## config.mk

```make
export PLATFORM = sky130hd
export DESIGN_NAME = mips_insn_encoder
export DESIGN_NICKNAME = d
export VERILOG_FILES = /design/src/rtl/mips_define.sv /design/src/rtl/mips_encode_word.sv /design/src/rtl/mips_insn_encoder.sv
export SDC_FILE = /design/constraint.sdc
export NUM_CORES = 1
export LEC_CHECK = 0
export CAP_MARGIN = 20
export CELL_PAD_IN_SITES_DETAIL_PLACEMENT = 0
export CELL_PAD_IN_SITES_GLOBAL_PLACEMENT = 1
export CORE_MARGIN = 2
export CORE_UTILIZATION = 39
export DETAILED_ROUTE_END_ITERATION = 10
export HOLD_SLACK_MARGIN = 0.15
export PLACE_DENSITY_LB_ADDON = 0.1
export SYNTH_ARGS = -nofsm -noshare
export SYNTH_HDL_FRONTEND = slang
export SYNTH_SLANG_ARGS = --single-unit
```

## constraint.sdc

```tcl
create_clock -name clock -period 5.1 [get_ports clock]
set_clock_uncertainty 0.2 [all_clocks]
set_input_delay 1.02 -clock clock [delete_from_list [all_inputs] [get_ports clock]]
set_output_delay 1.02 -clock clock [all_outputs]
set_load 0.05 [all_outputs]
```

## src/rtl/mips_define.sv

```systemverilog
// Shared MIPS64 encoding definitions.
// Holds the major-opcode and funct field values, the symbolic mnemonic
// enum (enc_op_t) accepted by the encoder, the encoder format classes,
// the encoder FSM state type, and small lookup helpers that map a
// mnemonic to its format class and numeric field values.
package mips_define;

    // Major opcode field [31:26]
    localparam logic [5:0] OP_OTHER0 = 6'h00;
    localparam logic [5:0] OP_J      = 6'h02;
    localparam logic [5:0] OP_JAL    = 6'h03;
    localparam logic [5:0] OP_BEQ    = 6'h04;
    localparam logic [5:0] OP_BNE    = 6'h05;
    localparam logic [5:0] OP_ADDI   = 6'h08;
    localparam logic [5:0] OP_ADDIU  = 6'h09;
    localparam logic [5:0] OP_SLTI   = 6'h0A;
    localparam logic [5:0] OP_SLTIU  = 6'h0B;
    localparam logic [5:0] OP_ANDI   = 6'h0C;
    localparam logic [5:0] OP_ORI    = 6'h0D;
    localparam logic [5:0] OP_XORI   = 6'h0E;
    localparam logic [5:0] OP_LUI    = 6'h0F;
    localparam logic [5:0] OP_Z0     = 6'h10;
    localparam logic [5:0] OP_DADDI  = 6'h18;
    localparam logic [5:0] OP_DADDIU = 6'h19;
    localparam logic [5:0] OP_LB     = 6'h20;
    localparam logic [5:0] OP_LW     = 6'h23;
    localparam logic [5:0] OP_LBU    = 6'h24;
    localparam logic [5:0] OP_LWU    = 6'h27;
    localparam logic [5:0] OP_SB     = 6'h28;
    localparam logic [5:0] OP_SW     = 6'h2B;
    localparam logic [5:0] OP_LD     = 6'h37;
    localparam logic [5:0] OP_SD     = 6'h3F;

    // COP0 "CO" bit (bit 25) and the ERET function code
    localparam logic       OP_CO    = 1'b1;
    localparam logic [5:0] OPC_ERET = 6'h18;

    // SPECIAL funct field [5:0]
    localparam logic [5:0] FUNCT_SLL     = 6'h00;
    localparam logic [5:0] FUNCT_SRL     = 6'h02;
    localparam logic [5:0] FUNCT_SRA     = 6'h03;
    localparam logic [5:0] FUNCT_JR      = 6'h08;
    localparam logic [5:0] FUNCT_JALR    = 6'h09;
    localparam logic [5:0] FUNCT_SYSCALL = 6'h0C;
    localparam logic [5:0] FUNCT_ADD     = 6'h20;
    localparam logic [5:0] FUNCT_ADDU    = 6'h21;
    localparam logic [5:0] FUNCT_SUB     = 6'h22;
    localparam logic [5:0] FUNCT_SUBU    = 6'h23;
    localparam logic [5:0] FUNCT_AND     = 6'h24;
    localparam logic [5:0] FUNCT_OR      = 6'h25;
    localparam logic [5:0] FUNCT_XOR     = 6'h26;
    localparam logic [5:0] FUNCT_NOR     = 6'h27;
    localparam logic [5:0] FUNCT_SLT     = 6'h2A;
    localparam logic [5:0] FUNCT_SLTU    = 6'h2B;
    localparam logic [5:0] FUNCT_DADD    = 6'h2C;
    localparam logic [5:0] FUNCT_DADDU   = 6'h2D;
    localparam logic [5:0] FUNCT_DSUB    = 6'h2E;

    // Symbolic mnemonics; any 6-bit value outside this list is illegal.
    typedef enum logic [5:0] {
        ENC_ADD, ENC_ADDU, ENC_SUB, ENC_SUBU, ENC_AND, ENC_OR, ENC_XOR,
        ENC_NOR, ENC_SLT, ENC_SLTU, ENC_SLL, ENC_SRL, ENC_SRA, ENC_JR,
        ENC_JALR, ENC_DADD, ENC_DADDU, ENC_DSUB,
        ENC_ADDI, ENC_ADDIU, ENC_DADDI, ENC_DADDIU, ENC_SLTI, ENC_SLTIU,
        ENC_ANDI, ENC_ORI, ENC_XORI, ENC_LUI, ENC_BEQ, ENC_BNE, ENC_LB,
        ENC_LBU, ENC_LW, ENC_LWU, ENC_LD, ENC_SB, ENC_SW, ENC_SD,
        ENC_J, ENC_JAL,
        ENC_SYSCALL, ENC_ERET,
        ENC_NOP, ENC_LI
    } enc_op_t;

    // Format classes
    localparam logic [2:0] FMT_R      = 3'd0;
    localparam logic [2:0] FMT_I      = 3'd1;
    localparam logic [2:0] FMT_J      = 3'd2;
    localparam logic [2:0] FMT_FIXED  = 3'd3;
    localparam logic [2:0] FMT_PSEUDO = 3'd4;
    localparam logic [2:0] FMT_NONE   = 3'd7;

    typedef enum logic [1:0] {
        S_IDLE,
        S_HOLD,
        S_PEND
    } enc_state_t;

    function automatic logic [2:0] enc_fmt(input logic [5:0] op);
        case (op)
            ENC_ADD, ENC_ADDU, ENC_SUB, ENC_SUBU, ENC_AND, ENC_OR, ENC_XOR,
            ENC_NOR, ENC_SLT, ENC_SLTU, ENC_SLL, ENC_SRL, ENC_SRA, ENC_JR,
            ENC_JALR, ENC_DADD, ENC_DADDU, ENC_DSUB:           return FMT_R;
            ENC_ADDI, ENC_ADDIU, ENC_DADDI, ENC_DADDIU, ENC_SLTI, ENC_SLTIU,
            ENC_ANDI, ENC_ORI, ENC_XORI, ENC_LUI, ENC_BEQ, ENC_BNE, ENC_LB,
            ENC_LBU, ENC_LW, ENC_LWU, ENC_LD, ENC_SB, ENC_SW,
            ENC_SD:                                            return FMT_I;
            ENC_J, ENC_JAL:                                    return FMT_J;
            ENC_SYSCALL, ENC_ERET:                             return FMT_FIXED;
            ENC_NOP, ENC_LI:                                   return FMT_PSEUDO;
            default:                                           return FMT_NONE;
        endcase
    endfunction

    function automatic logic [5:0] r_funct(input logic [5:0] op);
        case (op)
            ENC_ADD:   return FUNCT_ADD;
            ENC_ADDU:  return FUNCT_ADDU;
            ENC_SUB:   return FUNCT_SUB;
            ENC_SUBU:  return FUNCT_SUBU;
            ENC_AND:   return FUNCT_AND;
            ENC_OR:    return FUNCT_OR;
            ENC_XOR:   return FUNCT_XOR;
            ENC_NOR:   return FUNCT_NOR;
            ENC_SLT:   return FUNCT_SLT;
            ENC_SLTU:  return FUNCT_SLTU;
            ENC_SLL:   return FUNCT_SLL;
            ENC_SRL:   return FUNCT_SRL;
            ENC_SRA:   return FUNCT_SRA;
            ENC_JR:    return FUNCT_JR;
            ENC_JALR:  return FUNCT_JALR;
            ENC_DADD:  return FUNCT_DADD;
            ENC_DADDU: return FUNCT_DADDU;
            ENC_DSUB:  return FUNCT_DSUB;
            default:   return 6'h00;
        endcase
    endfunction

    // Major opcode for I-type and J-type mnemonics
    function automatic logic [5:0] major_op(input logic [5:0] op);
        case (op)
            ENC_ADDI:   return OP_ADDI;
            ENC_ADDIU:  return OP_ADDIU;
            ENC_DADDI:  return OP_DADDI;
            ENC_DADDIU: return OP_DADDIU;
            ENC_SLTI:   return OP_SLTI;
            ENC_SLTIU:  return OP_SLTIU;
            ENC_ANDI:   return OP_ANDI;
            ENC_ORI:    return OP_ORI;
            ENC_XORI:   return OP_XORI;
            ENC_LUI:    return OP_LUI;
            ENC_BEQ:    return OP_BEQ;
            ENC_BNE:    return OP_BNE;
            ENC_LB:     return OP_LB;
            ENC_LBU:    return OP_LBU;
            ENC_LW:     return OP_LW;
            ENC_LWU:    return OP_LWU;
            ENC_LD:     return OP_LD;
            ENC_SB:     return OP_SB;
            ENC_SW:     return OP_SW;
            ENC_SD:     return OP_SD;
            ENC_J:      return OP_J;
            ENC_JAL:    return OP_JAL;
            default:    return OP_OTHER0;
        endcase
    endfunction

endpackage

```

## src/rtl/mips_encode_word.sv

```systemverilog
// Combinational MIPS64 instruction encoder.
// Maps one symbolic request to up to two 32-bit words.
//   op          : enc_op_t mnemonic (raw 6 bits; unknown values flagged)
//   rs/rt/rd/shamt : register and shift fields
//   imm         : imm16 in [15:0], J target in [25:0], LI constant in [31:0]
//   word        : first (or only) encoded word; NOP for an unknown op
//   second_word : ORI half of a two-word LI
//   two_words   : second_word is meaningful
//   illegal     : op is not a known mnemonic
module mips_encode_word
    import mips_define::*;
(
    input  logic [5:0]  op,
    input  logic [4:0]  rs,
    input  logic [4:0]  rt,
    input  logic [4:0]  rd,
    input  logic [4:0]  shamt,
    input  logic [31:0] imm,
    output logic [31:0] word,
    output logic [31:0] second_word,
    output logic        two_words,
    output logic        illegal
);

    logic [15:0] imm_hi;
    logic [15:0] imm_lo;

    assign imm_hi = imm[31:16];
    assign imm_lo = imm[15:0];

    always_comb begin
        word        = 32'h0;
        second_word = 32'h0;
        two_words   = 1'b0;
        illegal     = 1'b0;
        case (enc_fmt(op))
            FMT_R: word = {OP_OTHER0, rs, rt, rd, shamt, r_funct(op)};
            FMT_I: word = {major_op(op), rs, rt, imm_lo};
            FMT_J: word = {major_op(op), imm[25:0]};
            FMT_FIXED: begin
                if (op == ENC_ERET)
                    word = {OP_Z0, OP_CO, 19'b0, OPC_ERET};
                else
                    word = {OP_OTHER0, 20'b0, FUNCT_SYSCALL};
            end
            FMT_PSEUDO: begin
                if (op == ENC_LI) begin
                    if (imm_hi == 16'h0) begin
                        // Fits in 16 bits: ORI from $zero is enough
                        word = {OP_ORI, 5'd0, rt, imm_lo};
                    end else begin
                        // LUI sets the upper half and clears the lower,
                        // so the ORI is only needed for a nonzero low half
                        word        = {OP_LUI, 5'd0, rt, imm_hi};
                        second_word = {OP_ORI, rt, rt, imm_lo};
                        two_words   = (imm_lo != 16'h0);
                    end
                end
                // NOP keeps the all-zero default word
            end
            default: illegal = 1'b1;
        endcase
    end

endmodule

```

## src/rtl/mips_insn_encoder.sv

```systemverilog
// Streaming MIPS64 instruction encoder / program loader.
// Accepts symbolic requests on a valid/ready input, emits encoded words
// paired with an auto-incrementing instruction-memory address, and expands
// the LI (one or two words) and NOP pseudo-ops.
//   clock, reset    : rising-edge clock, synchronous active-high reset
//   restart         : reload the address counter to BASE_ADDR, clear err
//   in_valid/in_ready, in_op, in_rs, in_rt, in_rd, in_shamt, in_imm
//                   : request channel
//   out_valid/out_ready, out_word, out_addr
//                   : encoded word channel
//   err             : sticky, set when an unknown op is accepted
module mips_insn_encoder
    import mips_define::*;
#(
    parameter logic [63:0] BASE_ADDR = 64'h0,
    parameter int          ADDR_W    = 64
) (
    input  logic              clock,
    input  logic              reset,
    input  logic              restart,
    input  logic              in_valid,
    output logic              in_ready,
    input  logic [5:0]        in_op,
    input  logic [4:0]        in_rs,
    input  logic [4:0]        in_rt,
    input  logic [4:0]        in_rd,
    input  logic [4:0]        in_shamt,
    input  logic [31:0]       in_imm,
    output logic              out_valid,
    input  logic              out_ready,
    output logic [31:0]       out_word,
    output logic [ADDR_W-1:0] out_addr,
    output logic              err
);

    localparam logic [ADDR_W-1:0] BASE = BASE_ADDR[ADDR_W-1:0];

    enc_state_t        state, state_nxt;
    logic [31:0]       pend_word;
    logic [ADDR_W-1:0] addr_cnt;
    logic [ADDR_W-1:0] load_addr;

    logic [31:0] enc_word, enc_second;
    logic        enc_two, enc_illegal;

    logic accept, out_fire, load_pend;

    mips_encode_word u_encode (
        .op          (in_op),
        .rs          (in_rs),
        .rt          (in_rt),
        .rd          (in_rd),
        .shamt       (in_shamt),
        .imm         (in_imm),
        .word        (enc_word),
        .second_word (enc_second),
        .two_words   (enc_two),
        .illegal     (enc_illegal)
    );

    // State register
    always_ff @(posedge clock) begin
        if (reset) state <= S_IDLE;
        else       state <= state_nxt;
    end

    // Next state
    always_comb begin
        state_nxt = state;
        case (state)
            S_IDLE: begin
                if (accept) state_nxt = enc_two ? S_PEND : S_HOLD;
            end
            S_HOLD: begin
                if (accept)        state_nxt = enc_two ? S_PEND : S_HOLD;
                else if (out_fire) state_nxt = S_IDLE;
            end
            S_PEND: begin
                if (out_fire) state_nxt = S_HOLD;
            end
            default: state_nxt = S_IDLE;
        endcase
    end

    // Handshake outputs and load strobes
    always_comb begin
        out_valid = (state != S_IDLE);
        in_ready  = (state != S_PEND) && (!out_valid || out_ready);
        accept    = in_valid && in_ready;
        out_fire  = out_valid && out_ready;
        load_pend = (state == S_PEND) && out_fire;
        load_addr = restart ? BASE : addr_cnt;
    end

    // Datapath. addr_cnt holds the address the next loaded word will get.
    // Every loaded word leaves through exactly one out handshake (reset
    // discards both together), so stepping on load assigns the same
    // addresses as stepping on handshake while letting a restart apply
    // cleanly to whichever word loads next -- including a pending ORI.
    always_ff @(posedge clock) begin
        if (reset) begin
            out_word  <= 32'h0;
            out_addr  <= BASE;
            pend_word <= 32'h0;
            addr_cnt  <= BASE;
            err       <= 1'b0;
        end else begin
            if (accept) begin
                out_word  <= enc_word;
                pend_word <= enc_second;
            end else if (load_pend) begin
                out_word <= pend_word;
            end

            if (accept || load_pend) begin
                out_addr <= load_addr;
                addr_cnt <= load_addr + ADDR_W'(4);
            end else if (restart) begin
                addr_cnt <= BASE;
            end

            // A simultaneous illegal accept beats the restart clear
            if (accept && enc_illegal) err <= 1'b1;
            else if (restart)          err <= 1'b0;
        end
    end

endmodule

```

==> impl_metrics.csv, run 1 <==
group,metric,value,unit
clock_tree,cts_tree,"done",
clock_tree,cts_buffer_depth,2,
finish,nets,1312,
synth,synth_cells,1123,
setup_path,rr_worst_depth,7,
grt,grt_first_pass_wirelength,45100,µm
synth,ys_ff_latch,185,
die,die-area,24400,µm²
finish,fillCellCount,2212,
hold_path,hold_path_class,"reg2reg",
drt,routedWlPerCell,18.3,µm
finish,post-route-util,0.506,
drt,wl,28200,µm
timing,max_freq,251,MHz
grt,grt_max_degree,102,
drt,drcViolationCount,0,
clock_tree,htreeDepth,4,
finish,drive_above_1_share,0.0686,
power_and_ir_drop,irDropWorstVdd,0.000172,V
setup_path,path_class,"in2out",
setup_path,r2r_slack,1.87,ns
clock_tree,clk_pin_slew_worst_paths,0.07,ns
setup_path,worstPathArrival,2.76,ns
setup_path,endpoint_kind,"primary output",
die,die_x,156,µm
timing,drv_slew,0,
synth,synth_seq_area_share,0.410,
synth,synth_edf_count,0,
timing,finalSetupViolCount,0,
grt,antenna_found_initial,0,
setup_path,r2r_start,"addr_cnt[2]$_SDFF_PP0_",
synth,syn_nets,1194,
timing,max_slew_margin,0.317,
synth,synth_flop_cell,"dfxtp_1",
timing,tns,0,ns
synth,synth_warnings,0,
die,row_count,55,
place,dp_hpwl,19300,µm
setup_path,timing.rr.end,"addr_cnt[38]$_SDFF_PP0_",
flow_run,drv_cap,0,
synth,syn_area,9030,µm²
finish,seqCellArea,3700,µm²
place,place_worst_setup_slack,0.775,ns
drt,antenna_left,0,
place,gp_congestion,0.850,
synth,synthArstFlopShare,0,
grt,grtUsageTotal,0.232,
power_and_ir_drop,leakage,4.20,nW
finish,antenna_cells,0,
clock_tree,clk_latency,0.43,ns
clock_tree,cts_setup_buffers,0,
clock_tree,post_cts_resized,0,
power_and_ir_drop,power_density,291,nW/µm²
synth,netlist-cell-type-count,72,
timing,rsz0062_at_grt,"false",
die,start_util,0.398,
timing,fin_crit_sh,0.781,
finish,fin_area,11500,µm²
clock_tree,ctsHoldBuffers,0,
die,die_h,156,µm
timing,hold_violations,0,
drt,routed_via_density,5.75,
finish,area_growth,27.2,%
clock_tree,cts_root_buf,"clkbuf_16",
timing,worst_pin_slew,1.02,ns
clock_tree,cts_buffers,17,
die,ios,162,
timing,fin_ws,1.12,ns
setup_path,startpoint_type,"primary input",
setup_path,endpoint,"in_ready",
finish,multi_input_area,4970,µm²
grt,grt-ovfl-total,0,
timing,min_period,3.98,ns
outcome,status,"finished clean",
grt,grt_pass1_vias,8278,
drt,drt_iter0_drc,728,
timing,hold_slack,0.249,ns
clock_tree,cts.sinks,185,
setup_path,cp-startpoint,"out_ready",
setup_path,timing.critical_path.required,3.88,ns
die,coreArea,22700,µm²
drt,vias,8850,
drt,first_pass_iters,5,
setup_path,crit_fanout,8,
synth,synth_area_per_cell,8.04,µm²
place,portBuffers,161,
place,placed_area,10900,µm²
## power by group
part | switching, mW | total, mW | internal (mW)
registers | 0.0157 | 1.48 | 1.47
logic | 0.281 | 0.428 | 0.148
clock network | 0.600 | 1.44 | 0.839
## kinds of logic (layout without fill, tap and decap cells)
kind of cell,count (synthesis),in the layout,share of synthesized area
multiplexers,11,11,0.0137
adder cells (fa/ha/maj),8,8,0.0111
AND/OR/NAND/NOR,495,495,0.270
AO/OA/AOI/OAI,310,310,0.236
flip-flops,185,185,0.410
XOR/XNOR,18,18,0.0175
buffers and inverters,96,226,0.0420
## critical path, stage by stage
cell and delay [ns]:
clkdlybuf4s50_1 0.68, nand2_1 0.15, nand2_1 0.10, clkdlybuf4s50_1 0.80
## layout by cell type (no fill, tap or decap), types with 5 or more instances in the layout
master	count
and3_1	39
a41o_1	15
dfxtp_1	185
o21ai_0	32
nand2b_1	8
a221oi_1	21
buf_4	26
a211oi_1	8
a311oi_1	14
a31o_2	7
nor4_1	19
nand2_1	94
a221o_1	11
nand4_1	25
a2111oi_0	12
or4_1	12
or3_1	7
and4b_1	6
nand3_1	19
ha_1	8
xnor2_1	13
nand3b_1	6
xor2_1	5
nor2_1	197
clkdlybuf4s50_1	160
a31oi_1	5
a22oi_1	24
o31ai_1	8
inv_1	8
a22o_1	9
a21oi_1	113
mux2_2	7
nor2b_1	14
nor3_1	22
clkbuf_16	17
## metrics by stage
step	power, mW	cells
after floorplan	1.77	1123
after global placement	1.94	1507
after detailed placement	1.94	1507
after CTS	3.38	1538
after global routing	3.47	1538
final	3.35	1538
## worst min path at each step
| stage | startpoint | end | cells past startpoint |
|---|---|---|---|
| 6_report | addr_cnt[0]$_SDFF_PP0_ | addr_cnt[0]$_SDFF_PP0_ | 2 |
| 5_1_grt | out_addr[58]$_SDFFE_PP0N_ | out_addr[58]$_SDFFE_PP0N_ | 2 |
| 4_1_cts | addr_cnt[0]$_SDFF_PP0_ | addr_cnt[0]$_SDFF_PP0_ | 2 |
| 3_5_place_dp | addr_cnt[0]$_SDFF_PP0_ | addr_cnt[0]$_SDFF_PP0_ | 2 |
| 3_3_place_gp | out_addr[58]$_SDFFE_PP0N_ | out_addr[58]$_SDFFE_PP0N_ | 2 |
| 2_1_floorplan | addr_cnt[0]$_SDFF_PP0_ | addr_cnt[0]$_SDFF_PP0_ | 2 |
## state kept, by name (all words and copies together) (netlist names)
name       cells
state          2
out_word      32
out_addr      64
addr_cnt      64
pend_word     22
err            1
## synthesized netlist by cell type, types with 3 or more instances
cell | n | area share
nor2_1 | 197 | 0.082
dfxtp_1 | 185 | 0.41
a21oi_1 | 113 | 0.063
nand2_1 | 94 | 0.039
clkbuf_1 | 68 | 0.028
and3_1 | 39 | 0.027
o21ai_0 | 33 | 0.018
nand4_1 | 25 | 0.017
a22oi_1 | 24 | 0.020
nor3_1 | 22 | 0.012
a221oi_1 | 21 | 0.020
nand3_1 | 19 | 0.011
nor4_1 | 19 | 0.013
a41o_1 | 15 | 0.017
a311oi_1 | 14 | 0.014
nor2b_1 | 14 | 0.0097
xnor2_1 | 13 | 0.013
a2111oi_0 | 12 | 0.012
or4_1 | 12 | 0.010
a221o_1 | 11 | 0.012
a22o_1 | 9 | 0.0087
buf_1 | 9 | 0.0037
buf_2 | 9 | 0.0050
a211oi_1 | 8 | 0.0066
ha_1 | 8 | 0.011
inv_1 | 8 | 0.0033
nand2b_1 | 8 | 0.0055
o31ai_1 | 8 | 0.0066
a31o_2 | 7 | 0.0068
mux2_2 | 7 | 0.0087
or3_1 | 7 | 0.0048
and4b_1 | 6 | 0.0066
nand3b_1 | 6 | 0.0050
a31oi_1 | 5 | 0.0035
xor2_1 | 5 | 0.0048
and2_1 | 4 | 0.0028
and4_1 | 4 | 0.0039
nor3b_1 | 4 | 0.0033
a211o_1 | 3 | 0.0029
a21o_1 | 3 | 0.0025
and3b_1 | 3 | 0.0029
mux2i_1 | 3 | 0.0033
o211ai_1 | 3 | 0.0025
## cell type report
| type | count | share of cell area |
|---|---|---|
| multi-input cells | 842 | 0.433 |
| clock buffers | 18 | 0.0382 |
| repair buffers | 186 | 0.156 |
| inverters | 9 | 0.00294 |
| flip-flops and latches | 185 | 0.322 |
| well taps | 285 | 0.0310 |
| clock inverters | 13 | 0.0167 |
## routing by layer
metal  GRT usage  vias up  share of wire  wire [µm]
li1            -     4376              -          -
met1       0.333     4143           0.48      13500
met2       0.350      304           0.44      12300
met3      0.0517       27          0.068       1930
met4      0.0599        0          0.014        408
met5           0        -              0          0
No activity file was read; power rests on OpenSTA's default activity.
==> run 2: changes to the inputs <==
--- a/config.mk
+++ b/config.mk
@@ -9,7 +9,7 @@
 export CELL_PAD_IN_SITES_DETAIL_PLACEMENT = 0
 export CELL_PAD_IN_SITES_GLOBAL_PLACEMENT = 1
 export CORE_MARGIN = 2
-export CORE_UTILIZATION = 39
+export CORE_UTILIZATION = 35
 export DETAILED_ROUTE_END_ITERATION = 10
 export HOLD_SLACK_MARGIN = 0.15
 export PLACE_DENSITY_LB_ADDON = 0.1
==> constraint.sdc (replaced) <==
create_clock -name clock -period 3.66 [get_ports clock]
set_clock_uncertainty 0.2 [all_clocks]
set_input_delay 0.732 -clock clock [delete_from_list [all_inputs] [get_ports clock]]
set_output_delay 0.732 -clock clock [all_outputs]
set_load 0.05 [all_outputs]
==> run 2 against run 1 <==
Register-to-register slack worse by 1.1 ns. Via count up 2.7%. Hold slack gained 0.0035 ns. Utilization fell by 3.3 points. Global-route usage decreased by 1.5 points. Largest cell class unchanged. Largest power group is now the clock network.
==> impl_metrics.csv, run 2 (same netlist as run 1, synthesis figures left out) <==
group,metric,value,unit
drt,first_pass_iters,4,
power_and_ir_drop,power_density,403,nW/µm²
grt,use_met3,0.0419,
grt,antenna_found_initial,0,
die,die_x,165,µm
timing,min_period,3.19,ns
drt,routedWlPerCell,18.0,µm
finish,final_cell_mix,"197 x nor2_1, 185 x dfxtp_1, 159 x clkdlybuf4s50_1",
clock_tree,clk_latency,0.43,ns
timing,max_freq,313,MHz
die,ios,162,
drt,vias,9087,
timing,tns,0,ns
grt,grt_pass1_vias,8639,
power_and_ir_drop,leakage,4.44,nW
setup_path,path_class,"in2reg",
clock_tree,clk_pin_slew_worst_paths,0.07,ns
finish,post-route-util,0.474,
die,start_util,0.358,
die,row_count,58,
finish,reg_top3,"addr_cnt (64), out_addr (64), out_word (32)",
setup_path,timing.critical_path.required,3.78,ns
clock_tree,htreeDepth,4,
outcome,status,"finished clean",
power_and_ir_drop,p_total,4.82,mW
power_and_ir_drop,irDropWorstVdd,0.000241,V
drt,antenna_left,0,
clock_tree,cts_buffers,17,
timing,drv_slew,0,
drt,wl,29200,µm
clock_tree,cts_buffer_depth,2,
clock_tree,cts_root_buf,"clkbuf_16",
finish,fin_area,12000,µm²
setup_path,crit_fanout,24,
place,dp_hpwl,20700,µm
timing,finalSetupViolCount,0,
clock_tree,cts_tree,"done",
drt,routed_via_density,5.61,
grt,grt_first_pass_wirelength,46800,µm
timing,fin_ws,0.466,ns
die,die_h,165,µm
grt,grt_max_degree,120,
setup_path,worstPathArrival,3.31,ns
setup_path,startpoint_type,"primary input",
clock_tree,post_cts_resized,0,
grt,grt_most_used_layer,"met2",
finish,final_cells,1620,
hold_path,hold_path_class,"reg2reg",
timing,hold_slack,0.252,ns
grt,grtUsageTotal,0.217,
clock_tree,ctsHoldBuffers,0,
place,gp_congestion,0.853,
drt,drt_iter0_drc,564,
clock_tree,cts.sinks,185,
finish,antenna_cells,0,
drt,drcViolationCount,0,
place,portBuffers,161,
timing,rsz0062_at_grt,"false",
finish,fillCellCount,2557,
grt,use_met2,0.345,
place,place_worst_setup_slack,0.0179,ns
grt,grt-ovfl-total,0,
finish,mostFrequentLayoutCell,"nor2_1",
clock_tree,cts_setup_buffers,0,
timing,hold_violations,0,
setup_path,endpoint_kind,"register",
die,die-area,27100,µm²
finish,nets,1349,
timing,fin_crit_sh,0.873,
flow_run,drv_cap,0,
die,coreArea,25300,µm²
grt,use_met1,0.297,
finish,area_growth,32.4,%
finish,drive_above_1_share,0.0961,
timing,max_slew_margin,0.481,
place,dp_cells,1589,
place,placed_area,11300,µm²
timing,worst_pin_slew,0.778,ns
-- run 2: worst paths after layout --
| kind | cells after the start | slack, ns | to | from |
|---|---|---|---|---|
| worst min-delay path | 2 | 0.25 | addr_cnt[1]$_SDFF_PP0_ | addr_cnt[1]$_SDFF_PP0_ |
| worst min register to register | 2 | 0.25 | addr_cnt[1]$_SDFF_PP0_ | addr_cnt[1]$_SDFF_PP0_ |
| worst max register to register | 8 | 0.81 | addr_cnt[38]$_SDFF_PP0_ | addr_cnt[3]$_SDFF_PP0_ |
| worst max-delay path | 9 | 0.47 | addr_cnt[38]$_SDFF_PP0_ | restart |
-- run 2: worst max-delay path: stages --
cell             delay (ns)
clkdlybuf4s50_1        0.46
nor2b_1                0.18
ha_1                   0.22
and3_1                 0.23
a21oi_4                0.04
or4_1                  0.52
buf_4                  0.22
nor4_1                 0.32
mux2_2                 0.37
-- run 2: power by group --
group          internal [mW]  switching, mW  leakage, nW
sequential              2.04         0.0210         1.50
clock                   1.31          0.827        0.331
combinational          0.230          0.398         2.61
-- run 2: final cells by class --
| cell class | instances | area [µm²] | share of cell area |
|---|---|---|---|
| repair buffers | 223 | 2160 | 0.181 |
| inverters | 9 | 33.8 | 0.00282 |
| multi-input cells | 842 | 4970 | 0.416 |
| clock buffers | 18 | 439 | 0.0367 |
| well taps | 330 | 413 | 0.0345 |
| clock inverters | 13 | 238 | 0.0199 |
| flip-flops and latches | 185 | 3700 | 0.310 |
-- run 2: per-layer routing --
metal | vias to the layer above | wire length [µm]
li1 | 4451 | -
met1 | 4333 | 13800
met2 | 267 | 13300
met3 | 36 | 1570
met4 | 0 | 542
met5 | - | 0
